[src/rtl/id_imm_queue.sv]
// Decode-stage immediate queue: classifies each fetched RV32 opcode, sign-extends its
// immediate and buffers {inst, pc, imm, format, illegal} in a 2-entry registered FIFO.
module id_imm_queue #(
  parameter int DEPTH = 2
) (
  input  logic        clk,
  input  logic        rst_n,
  input  logic        flush,
  input  logic        in_valid,
  output logic        in_ready,
  input  logic [31:0] in_inst,
  input  logic [31:0] in_pc,
  output logic        out_valid,
  input  logic        out_ready,
  output logic [31:0] out_inst,
  output logic [31:0] out_pc,
  output logic [31:0] out_imm,
  output logic [2:0]  out_ext_op,
  output logic        out_illegal
);

  localparam logic [2:0] EXT_NONE = 3'd0;
  localparam logic [2:0] EXT_I    = 3'd1;
  localparam logic [2:0] EXT_S    = 3'd2;
  localparam logic [2:0] EXT_B    = 3'd3;
  localparam logic [2:0] EXT_J    = 3'd4;
  localparam logic [2:0] EXT_U    = 3'd5;

  localparam logic [1:0] COUNT_FULL = 2'(DEPTH);

  typedef struct packed {
    logic [31:0] inst;
    logic [31:0] pc;
    logic [31:0] imm;
    logic [2:0]  ext_op;
    logic        illegal;
  } entry_t;

  entry_t      r_mem [2];
  logic        r_wr_ptr;
  logic        r_rd_ptr;
  logic [1:0]  r_count;
  logic        r_in_ready;

  logic [2:0]  w_ext_op;
  logic        w_illegal;
  logic [31:0] w_imm;
  logic        w_push;
  logic        w_pop;
  logic [1:0]  w_count_next;

  // Opcode classification.
  // NOTE: every always_comb output gets a default first so no path can infer a latch.
  always_comb begin
    w_ext_op  = EXT_NONE;
    w_illegal = 1'b0;
    case (in_inst[6:0])
      7'b0010011, 7'b0000011, 7'b1100111: w_ext_op = EXT_I;
      7'b0100011:                         w_ext_op = EXT_S;
      7'b1100011:                         w_ext_op = EXT_B;
      7'b1101111:                         w_ext_op = EXT_J;
      7'b0110111, 7'b0010111:             w_ext_op = EXT_U;
      7'b0110011:                         w_ext_op = EXT_NONE;
      default:                            w_illegal = 1'b1;
    endcase
  end

  // Immediate sign-extender driven by the classified format.
  always_comb begin
    w_imm = '0;
    case (w_ext_op)
      EXT_I: w_imm = {{20{in_inst[31]}}, in_inst[31:20]};
      EXT_S: w_imm = {{20{in_inst[31]}}, in_inst[31:25], in_inst[11:7]};
      EXT_B: w_imm = {{19{in_inst[31]}}, in_inst[31], in_inst[7], in_inst[30:25],
                      in_inst[11:8], 1'b0};
      EXT_J: w_imm = {{11{in_inst[31]}}, in_inst[31], in_inst[19:12], in_inst[20],
                      in_inst[30:21], 1'b0};
      EXT_U: w_imm = {in_inst[31:12], 12'b0};
      default: w_imm = '0;
    endcase
  end

  assign w_push = in_valid & r_in_ready & ~flush;
  assign w_pop  = out_valid & out_ready & ~flush;

  always_comb begin
    w_count_next = r_count;
    if (flush) begin
      w_count_next = '0;
    end else begin
      case ({w_push, w_pop})
        2'b10:   w_count_next = r_count + 2'd1;
        2'b01:   w_count_next = r_count - 2'd1;
        default: w_count_next = r_count;
      endcase
    end
  end

  // NOTE: sequential state uses non-blocking assignments so all registers update together.
  // NOTE: entry storage is reset too, so head fields read 0 while the queue is held in reset.
  always_ff @(posedge clk or negedge rst_n) begin
    if (!rst_n) begin
      for (int i = 0; i < 2; i++) r_mem[i] <= '0;
      r_wr_ptr   <= 1'b0;
      r_rd_ptr   <= 1'b0;
      r_count    <= '0;
      r_in_ready <= 1'b0;
    end else begin
      r_count    <= w_count_next;
      r_in_ready <= (w_count_next != COUNT_FULL);
      if (flush) begin
        r_wr_ptr <= 1'b0;
        r_rd_ptr <= 1'b0;
      end else begin
        if (w_push) begin
          r_mem[r_wr_ptr] <= '{inst: in_inst, pc: in_pc, imm: w_imm,
                               ext_op: w_ext_op, illegal: w_illegal};
          r_wr_ptr        <= ~r_wr_ptr;
        end
        if (w_pop) r_rd_ptr <= ~r_rd_ptr;
      end
    end
  end

  assign in_ready    = r_in_ready;
  assign out_valid   = (r_count != 2'd0);
  assign out_inst    = r_mem[r_rd_ptr].inst;
  assign out_pc      = r_mem[r_rd_ptr].pc;
  assign out_imm     = r_mem[r_rd_ptr].imm;
  assign out_ext_op  = r_mem[r_rd_ptr].ext_op;
  assign out_illegal = r_mem[r_rd_ptr].illegal;

endmodule

[config.mk]
export PLATFORM = sky130hd
export DESIGN_NAME = id_imm_queue
export DESIGN_NICKNAME = d
export VERILOG_FILES = /design/src/rtl/id_imm_queue.sv
export SDC_FILE = /design/constraint.sdc
export NUM_CORES = 1
export LEC_CHECK = 0
export CORE_AREA = 4 4 137 139
export CTS_BUF_LIST = sky130_fd_sc_hd__clkbuf_4
export DETAILED_ROUTE_END_ITERATION = 8
export DIE_AREA = 0 0 141 143
export PLACE_DENSITY = 0.81
export SLEW_MARGIN = 20
export SYNTH_ARGS = -nofsm -noshare
export SYNTH_HDL_FRONTEND = slang
export SYNTH_SLANG_ARGS = --single-unit
[constraint.sdc]
create_clock -name clk -period 2.45 [get_ports clk]
set_input_delay 0.245 -clock clk [delete_from_list [all_inputs] [get_ports clk]]
set_output_delay 0.245 -clock clk [all_outputs]
set_load 0.05 [all_outputs]
## Word-level counts from Yosys, hierarchy flattened

Index checks and enable logic that the tools add are counted.

| storage, ports and cells | value |
|---|---|
| word-level logic and storage cells | 68 |
| output and inout port bits | 102 |
| bits of input ports | 69 |
| register bits after elaboration | 205 |

| cells by class | value |
|---|---|
| bitwise logic cells | 9 |
| add/subtract/negate cells | 2 |
| order comparisons | 3 |
| mux-type cells | 15 |
| reduce and logical (&&, ||, !) cells | 8 |
| eq/ne operators | 17 |

Operators by type and width:

| operator | number |
|---|---|
| $mux 100 | 4 |
| $bwmux 200 | 1 |
| $pmux 32 s5 | 1 |
| $demux 100 s1 | 1 |
| $eq 7x6->1 const B | 3 |
| $eq 7x7->1 const B | 3 |
| $pmux 3 s5 | 1 |
| $eq 7x5->1 const B | 2 |
| $reduce_or 9->1 | 1 |
| $eq 7x2->1 const B | 1 |
| $eq 3x2->1 const B | 2 |
| $eq 3x3->1 const B | 2 |
| $reduce_bool 2->1 | 3 |
| $mux 1 | 5 |
| $and 1x1->1 | 4 |
| $ge 2x2->1 const B | 2 |
| $not 1->2 | 2 |
| $pmux 2 s2 | 1 |
| $eq 3x1->1 const B | 1 |
| $not 1->1 | 3 |
| $reduce_or 3->1 | 1 |
| $add 2x1->2 const B | 1 |
| $eq 2x1->1 const B | 1 |
| $eq 2x2->1 const B | 1 |
| other kinds (7) | 7 |

## Depth between registers and ports, before layout

Gate-level depths: netlist (run 1).

| depth | value |
|---|---|
| depth after elaboration | 7 |
| gate-level depth with buffers | 13 |
| depth with buffers taken out | 11 |

## Worst setup path before layout (run 1)

OpenSTA, ideal clock, no wires.

| timing | value |
|---|---|
| path kind | in2reg |
| start | in in_inst[6] |
| end | reg r_mem[29] (netlist bit) |
| data required time | 2324 ps |
| stages on the path | 13 |
| arrival | 2465 ps |
| setup time | 126 ps |
| buffers on the path | 2 |
| setup slack | -141 ps |
| cells stage by stage | and2b_4 o2bb2ai_1 and4_1 buf_6 inv_4 ha_1 or2_2 a21oi_1 o21ai_4 xnor2_2 nor3_2 buf_6 a221o_1 |

| on the way | value |
|---|---|
| word-level cells in the longest chain between the ends | 6 |
| elaborated cells on any way between the ends | 18 |
| classes of those cells | eq/ne: 13; mux: 3; reduce/logical: 2 |

RTL lines:

| element | RTL line | RTL |
|---|---|---|
| start: declaration | 11 | `input logic [31:0] in_inst,` |
| $eq 7x5->1 (tied with other cells) | 57 | `case (in_inst[6:0])` |
| $reduce_or 3->1 / $reduce_or 2->1 (equally long branches) | n/a |  |
| $pmux 3 s5 (*) | 57 |  |
| $eq 3x3->1 (tied with other cells) | 71 | `case (w_ext_op)` |
| $pmux 32 s5 (*) | 71 |  |
| $bwmux 200 (*) | 116 | `r_mem[r_wr_ptr] <= '{inst: in_inst, pc: in_pc, imm: w_imm,` |
| end signal: indexed assignment | 116 |  |
| end: declaration | 39 | `entry_t r_mem [2];` |

Every way passes the cells marked *; elsewhere a longest branch is shown, timed or not.
A chain may end at the register's enable or synchronous reset.

## Worst setup path after layout (run 1)

| timing | value |
|---|---|
| start | reg r_rd_ptr |
| end | out out_imm[7] |

| on the way | value |
|---|---|
| word-level cells in the longest chain between the ends | 4 |

RTL lines:

| element | RTL line | RTL |
|---|---|---|
| start: declaration | 41 | `logic r_rd_ptr;` |
| start signal: assignment | 120 | `if (w_pop) r_rd_ptr <= ~r_rd_ptr;` |
| $not 1->2 (not written as such) | 129 | `assign out_imm = r_mem[r_rd_ptr].imm;` |
| $mux 100 (3 in a row) | n/a |  |
| end: declaration | 17 | `output logic [31:0] out_imm,` |

Every way passes these cells. The select of a mux whose other input is x is not followed.

==> metrics, run 1 <==
status=complete, no violations; P&R area growth vs syn=28.96%; Setup crit end kind=primary output; met2 Resource Use GR=0.3868; Final Power=10.57 mW; Register Area=0.005134 mm²; die area=0.02016 mm²; Core ar.=0.01766 mm²; RSZ-0062 raised after global routing=true; period utilisation layout=0.9794; WP buf/inv=2; total of max-cap violations=0; TritonCTS clock tree=done; Synth cell types=44; Row Count=49; worst slew pin tran=0.5156 ns; number of global-route vias before repair=7679; worst-path cell chain=buf_16 -> mux2_2 -> clkdlybuf4s15_2; Total GRT Usage=0.2370; Worst EP required=2.20 ns; synthesized flop and latch total=205; CTS clk-pin slew, worst paths=0.07 ns; Hold Slack=0.1412 ns; Post-Synthesis Cells=980; clock sinks=205; synthesized area=0.009305 mm²; kind of cell adding the most delay to the critical path=buffers and inverters; asr flop ratio synth=1.000; Root Buffer=clkbuf_4; # DRC=0; fill cell count=1440; Worst VDD drop=0.5866 mV; Routed WL=24.06 mm; pwr dens=880.5 mW/mm²; post-layout util=0.6796; htree depth=2; Starting DRT DRC Count=554; Die H=143 µm; busiest grt layer=met2; Crit-path slowest cell=dfrtp_4; Hold Path Class=in2async; CTS Buf Count=53; multi-input logic area=0.003924 mm²; Post-DP HPWL=15.92 mm; die span in x=141 µm; share of cells above drive strength 1=0.2892; Worst setup SP type=flop; via count of the routed design=7736; global routing usage on met3=0.04956; net count of the finished layout=1266; average size of a mapped cell=9.495 µm²; Syn Nets=1051; routing usage on met1=0.3223; CTS max path bufs=3; drt pass-1 iters=5; total congestion overflow=0; slew margin rel.=0.6552; Hold Vio Cnt, Final=0; routability cong.=0.8506; Ys Warns=0; antenna-violating nets left=0; min Tclk post-route=2.399 ns; final setup vio count=0; register area share after synthesis=0.5513; first-pass GRT wire length=38.77 mm; later-pin clock latency in the skew report=0.65 ns; via density per instance=5.295; Slew Limit Fails=0; initial antenna violation count=1; Initial Util=0.5270; maximum clock rate=0.4168 GHz; CP peak stage delay=0.50 ns; leakage=6.158 nW; Wirelength per Cell=16.47 µm; largest net degree at the start of global routing=63; # port buffers=170; Reg2Reg Setup Slack=0.52 ns; Setup Skew=0.02065 ns; largest fanout on the critical path=44; crit path DAT=2.15 ns; Crit Path Category=reg2out; number of enable flip-flop cells after synthesis=0; Ports=171; Main synth FF type=dfrtp_1
[registers in the layout, indices dropped and copies added (netlist names)]
register and cells:
in_ready 1, r_count 2, r_rd_ptr 1, r_mem 200, r_wr_ptr 1
[cell families (layout without fill, tap and decap cells)]
kind of cell	after synthesis	in the layout	share of synthesized area
adders and majority gates	2	2	0.002689
buffers and inverters	75	326	0.03456
muxes	100	100	0.1210
DFF	205	205	0.5513
xor gates and xnor gates	5	5	0.005514
other	0	1	0
and+or+nand+nor	484	484	0.2040
AOI/OAI and AO/OA	109	109	0.08095
[cells in the mapped netlist (all sizes together), types with 2 or more instances]
library cell,instances,area share
nand2,448,0.18
a22o,4,0.0038
nand3,4,0.0022
buf,14,0.0095
a221o,22,0.024
nor3,7,0.0054
clkbuf,45,0.018
dfrtp,205,0.55
or2,2,0.0013
nor2,13,0.0052
ha,2,0.0027
o21ai,58,0.032
o21bai,2,0.0020
or3,2,0.0013
mux2,100,0.12
a31oi,3,0.0020
xnor2,2,0.0027
xor2,3,0.0028
inv,16,0.0067
a21oi,10,0.0054
a32o,4,0.0043
[path summary, 6_finish.rpt]
kind / startpoint / to / cells past startpoint
max in group asynchronous: rst_n / r_mem[161] / 3
min: rst_n / r_mem[181] / 2
min reg2reg: r_mem[69] / r_mem[69] / 2
max reg2reg: r_count[0] / in_ready / 7
max: r_rd_ptr / out_imm[7] / 3
min in group clk: in_pc[7] / r_mem[143] / 3
[what timing repair did]
item | CTS | global route
setup endpoints to repair | 44 | 46
setup buffers | 0 | 0
gates cloned | 0 | 1
hold buffers | 1 | 0
gates resized for setup | 85 | 55
hold endpoints to repair | 118 | 0
[power by group]
group          total [mW]  switching [mW]  internal (mW)
Clock                2.82            1.35           1.48
Sequential           4.38           0.340           4.04
Combinational        3.36            2.19           1.17
[cell type report]
type,count,area share
tap,229,0.02388
multi-input combinational,700,0.3270
clock inverter,11,0.003545
clock buffer,80,0.05005
antenna,1,0.0002085
sequential,205,0.4278
timing repair buffer,219,0.1623
inverter,16,0.005213
[routing by layer]
| layer | vias to the layer above | share of wire |
|---|---|---|
| li1 | 3672 | - |
| met1 | 3774 | 0.44 |
| met2 | 256 | 0.48 |
| met3 | 34 | 0.063 |
| met4 | 0 | 0.018 |
| met5 | - | 0 |
[cell usage in the layout, fill, tap and decap left out, types with 9 or more instances in the layout]
master and count:
a21oi_1 9, a221o_1 22, buf_4 97, clkbuf_2 24, clkbuf_4 80, clkdlybuf4s15_2 20, clkdlybuf4s50_1 69, clkinv_1 9
dfrtp_1 204, inv_1 15, mux2_2 100, nand2_1 447, nor2_1 11, o21ai_0 57
[through the flow]
step / worst slack (ns) / setup TNS (ns) / instances / instance area, µm²
final: 0.05054 / 0 / 1461 / 12000
after global routing: -0.03249 / -0.3159 / 1461 / 12000
after CTS: -0.07672 / -1.057 / 1459 / 12030
after floorplan: 0.007677 / 0 / 980 / 9324
after global placement: -0.5966 / -25.26 / 1367 / 11370
after detailed placement: -0.7049 / -29.61 / 1367 / 11370
(Power assumes the default switching activity.)
==> inputs of run 2 (changes only) <==
--- a/config.mk
+++ b/config.mk
@@ -10,6 +10,7 @@
 export DETAILED_ROUTE_END_ITERATION = 8
 export DIE_AREA = 0 0 141 143
 export PLACE_DENSITY = 0.81
+export REMOVE_ABC_BUFFERS = 1
 export SLEW_MARGIN = 20
 export SYNTH_ARGS = -nofsm -noshare
 export SYNTH_HDL_FRONTEND = slang
==> run 2 against run 1 <==
- routed wire length is 2.7% lower
- non-clock buffer count is 7 higher
- via count is 1.6% lower
- sequential power hardly changed
- power is 0.13% higher
- register-to-register slack hardly changed
- critical path type unchanged
- first-iteration DRC count is 21% lower
- setup slack better by 0.050 ns
- global-route usage is 0.099 points higher
- largest cell class unchanged
- critical path depth stayed put
- clock skew is 0.0018 ns lower
- utilization is 0.64 points higher
==> metrics, run 2 (synthesis gave the netlist of run 1 again) <==
most frequent cells in the layout=nand2_1 (447), dfrtp_1 (204), buf_4 (104); Wirelength per Cell=16.05 µm; CTS max path bufs=3; period utilisation layout=0.9591; die area=0.02016 mm²; Slew Limit Fails=0; clock sinks=205; Setup crit end kind=primary output; total congestion overflow=0; Reg with most FFs=r_mem; cell count of the worst reg-to-reg path=7; drt pass-1 iters=5; # port buffers=170; Reg2Reg Setup Slack=0.52 ns; Final Power=10.58 mW; pwr dens=873.4 mW/mm²; via count of the routed design=7615; CTS clk-pin slew, worst paths=0.06 ns; largest net degree at the start of global routing=74; Row Count=49; Core ar.=0.01766 mm²; final setup vio count=0; min Tclk post-route=2.350 ns; initial antenna violation count=2; maximum clock rate=0.4256 GHz; Worst setup SP type=flop; RSZ-0062 raised after global routing=false; htree depth=2; Hold Vio Cnt, Final=0; Crit Path Category=reg2out; share of cells above drive strength 1=0.2848; first-pass GRT wire length=39.24 mm; Die H=143 µm; Total GRT Usage=0.2380; fill cell count=1376; largest fanout on the critical path=8; setup TNS=0 ns; worst slew pin tran=0.6931 ns; Worst VDD drop=0.6928 mV; die span in x=141 µm; antenna-violating nets left=0; status=complete, no violations; leakage=6.203 nW; crit path DAT=2.10 ns; TritonCTS clock tree=done; Ports=171; Root Buffer=clkbuf_4; max reg flops=200; CTS Buf Count=52; Setup Skew=0.01886 ns; Post-DP HPWL=15.73 mm; routability cong.=0.8531; Routed WL=23.42 mm; total of max-cap violations=0; commonest non-fill, non-tap cell in the layout=nand2_1; slew margin rel.=0.5379; Hold Path Class=in2reg; Initial Util=0.5270; later-pin clock latency in the skew report=0.63 ns; Worst EP required=2.20 ns; Starting DRT DRC Count=436; net count of the finished layout=1272; P&R area growth vs syn=30.19%; Largest regs=r_mem: 200 flops, r_count: 2 flops; # DRC=0; number of global-route vias before repair=7989; via density per instance=5.219; hold path depth=4
## run 2: cell types whose count changed in the layout (fill, tap and decap cells not counted), moves of 2 or more
| cell | previous run | this run |
|---|---|---|
| dlygate4sd2_1 | 0 | 9 |
| clkbuf_4 | 80 | 78 |
| buf_4 | 97 | 104 |
| buf_12 | 4 | 8 |
| clkdlybuf4s15_2 | 20 | 27 |
| clkinv_1 | 9 | 2 |
| clkbuf_2 | 24 | 6 |
## run 2: metrics by stage
| stage | instances | setup WS, ns | hold slack, ns | util | instance area [µm²] |
|---|---|---|---|---|---|
| 2_1_floorplan | 921 | -1.296 | -0.05059 | - | 9046 |
| 3_3_place_gp | 1373 | -0.7757 | 0.3033 | 0.6458 | 11400 |
| 3_5_place_dp | 1373 | -0.8305 | 0.3072 | 0.6458 | 11400 |
| 4_1_cts | 1456 | -0.05968 | 0.1183 | 0.6842 | 12080 |
| 5_1_grt | 1459 | 0.01203 | 0.05845 | 0.6861 | 12110 |
| 6_report | 1459 | 0.1003 | 0.07331 | 0.6861 | 12110 |
## run 2: repair_timing
item,in CTS,in global routing
hold endpoints to repair,69,0
resized for setup,101,15
buffers inserted,0,2
hold buffers,1,0
pin swaps,0,1
endpoints found under the setup margin,64,90
## run 2: cell type report
cell class                      instances  area [µm²]  share of cell area
Sequential cell                       205        5134              0.4238
Tap cell                              229       286.5             0.02365
Timing Repair Buffer                  226        2098              0.1732
Clock buffer                           78       585.6             0.04834
Clock inverter                          4       41.29            0.003408
Antenna cell                            1       2.502           0.0002066
Multi-Input combinational cell        700        3904              0.3222
Inverter                               16       62.56            0.005164
## run 2: critical path, cell delays in order (launching register included)
cell and delay [ns]:
dfrtp_4 0.57, buf_12 0.16, mux2_2 0.23, dlygate4sd2_1 0.53
## run 2: final timing paths
| path | from | endpoint |
|---|---|---|
| max in group asynchronous | rst_n | r_mem[17] |
| setup / recovery | r_rd_ptr | out_inst[26] |
| hold reg to reg | r_mem[53] | r_mem[53] |
| setup reg to reg | r_count[0] | in_ready |
| min in group asynchronous | rst_n | r_mem[12] |
| hold / removal | in_inst[6] | r_mem[174] |
## run 2: power by group
| part | leakage (nW) | total (mW) | internal, mW | switching [mW] |
|---|---|---|---|---|
| Clock | 0.380 | 2.81 | 1.53 | 1.28 |
| Combinational | 3.16 | 3.38 | 1.19 | 2.19 |
| Sequential | 2.66 | 4.39 | 4.04 | 0.349 |
## run 2: metal layers
metal	vias up	global-route usage	wire, µm
met5	-	0	10
met4	2	0.06578	359
met3	32	0.06229	1625
met2	238	0.4002	11530
met1	3667	0.3086	9898
li1	3676	-	-
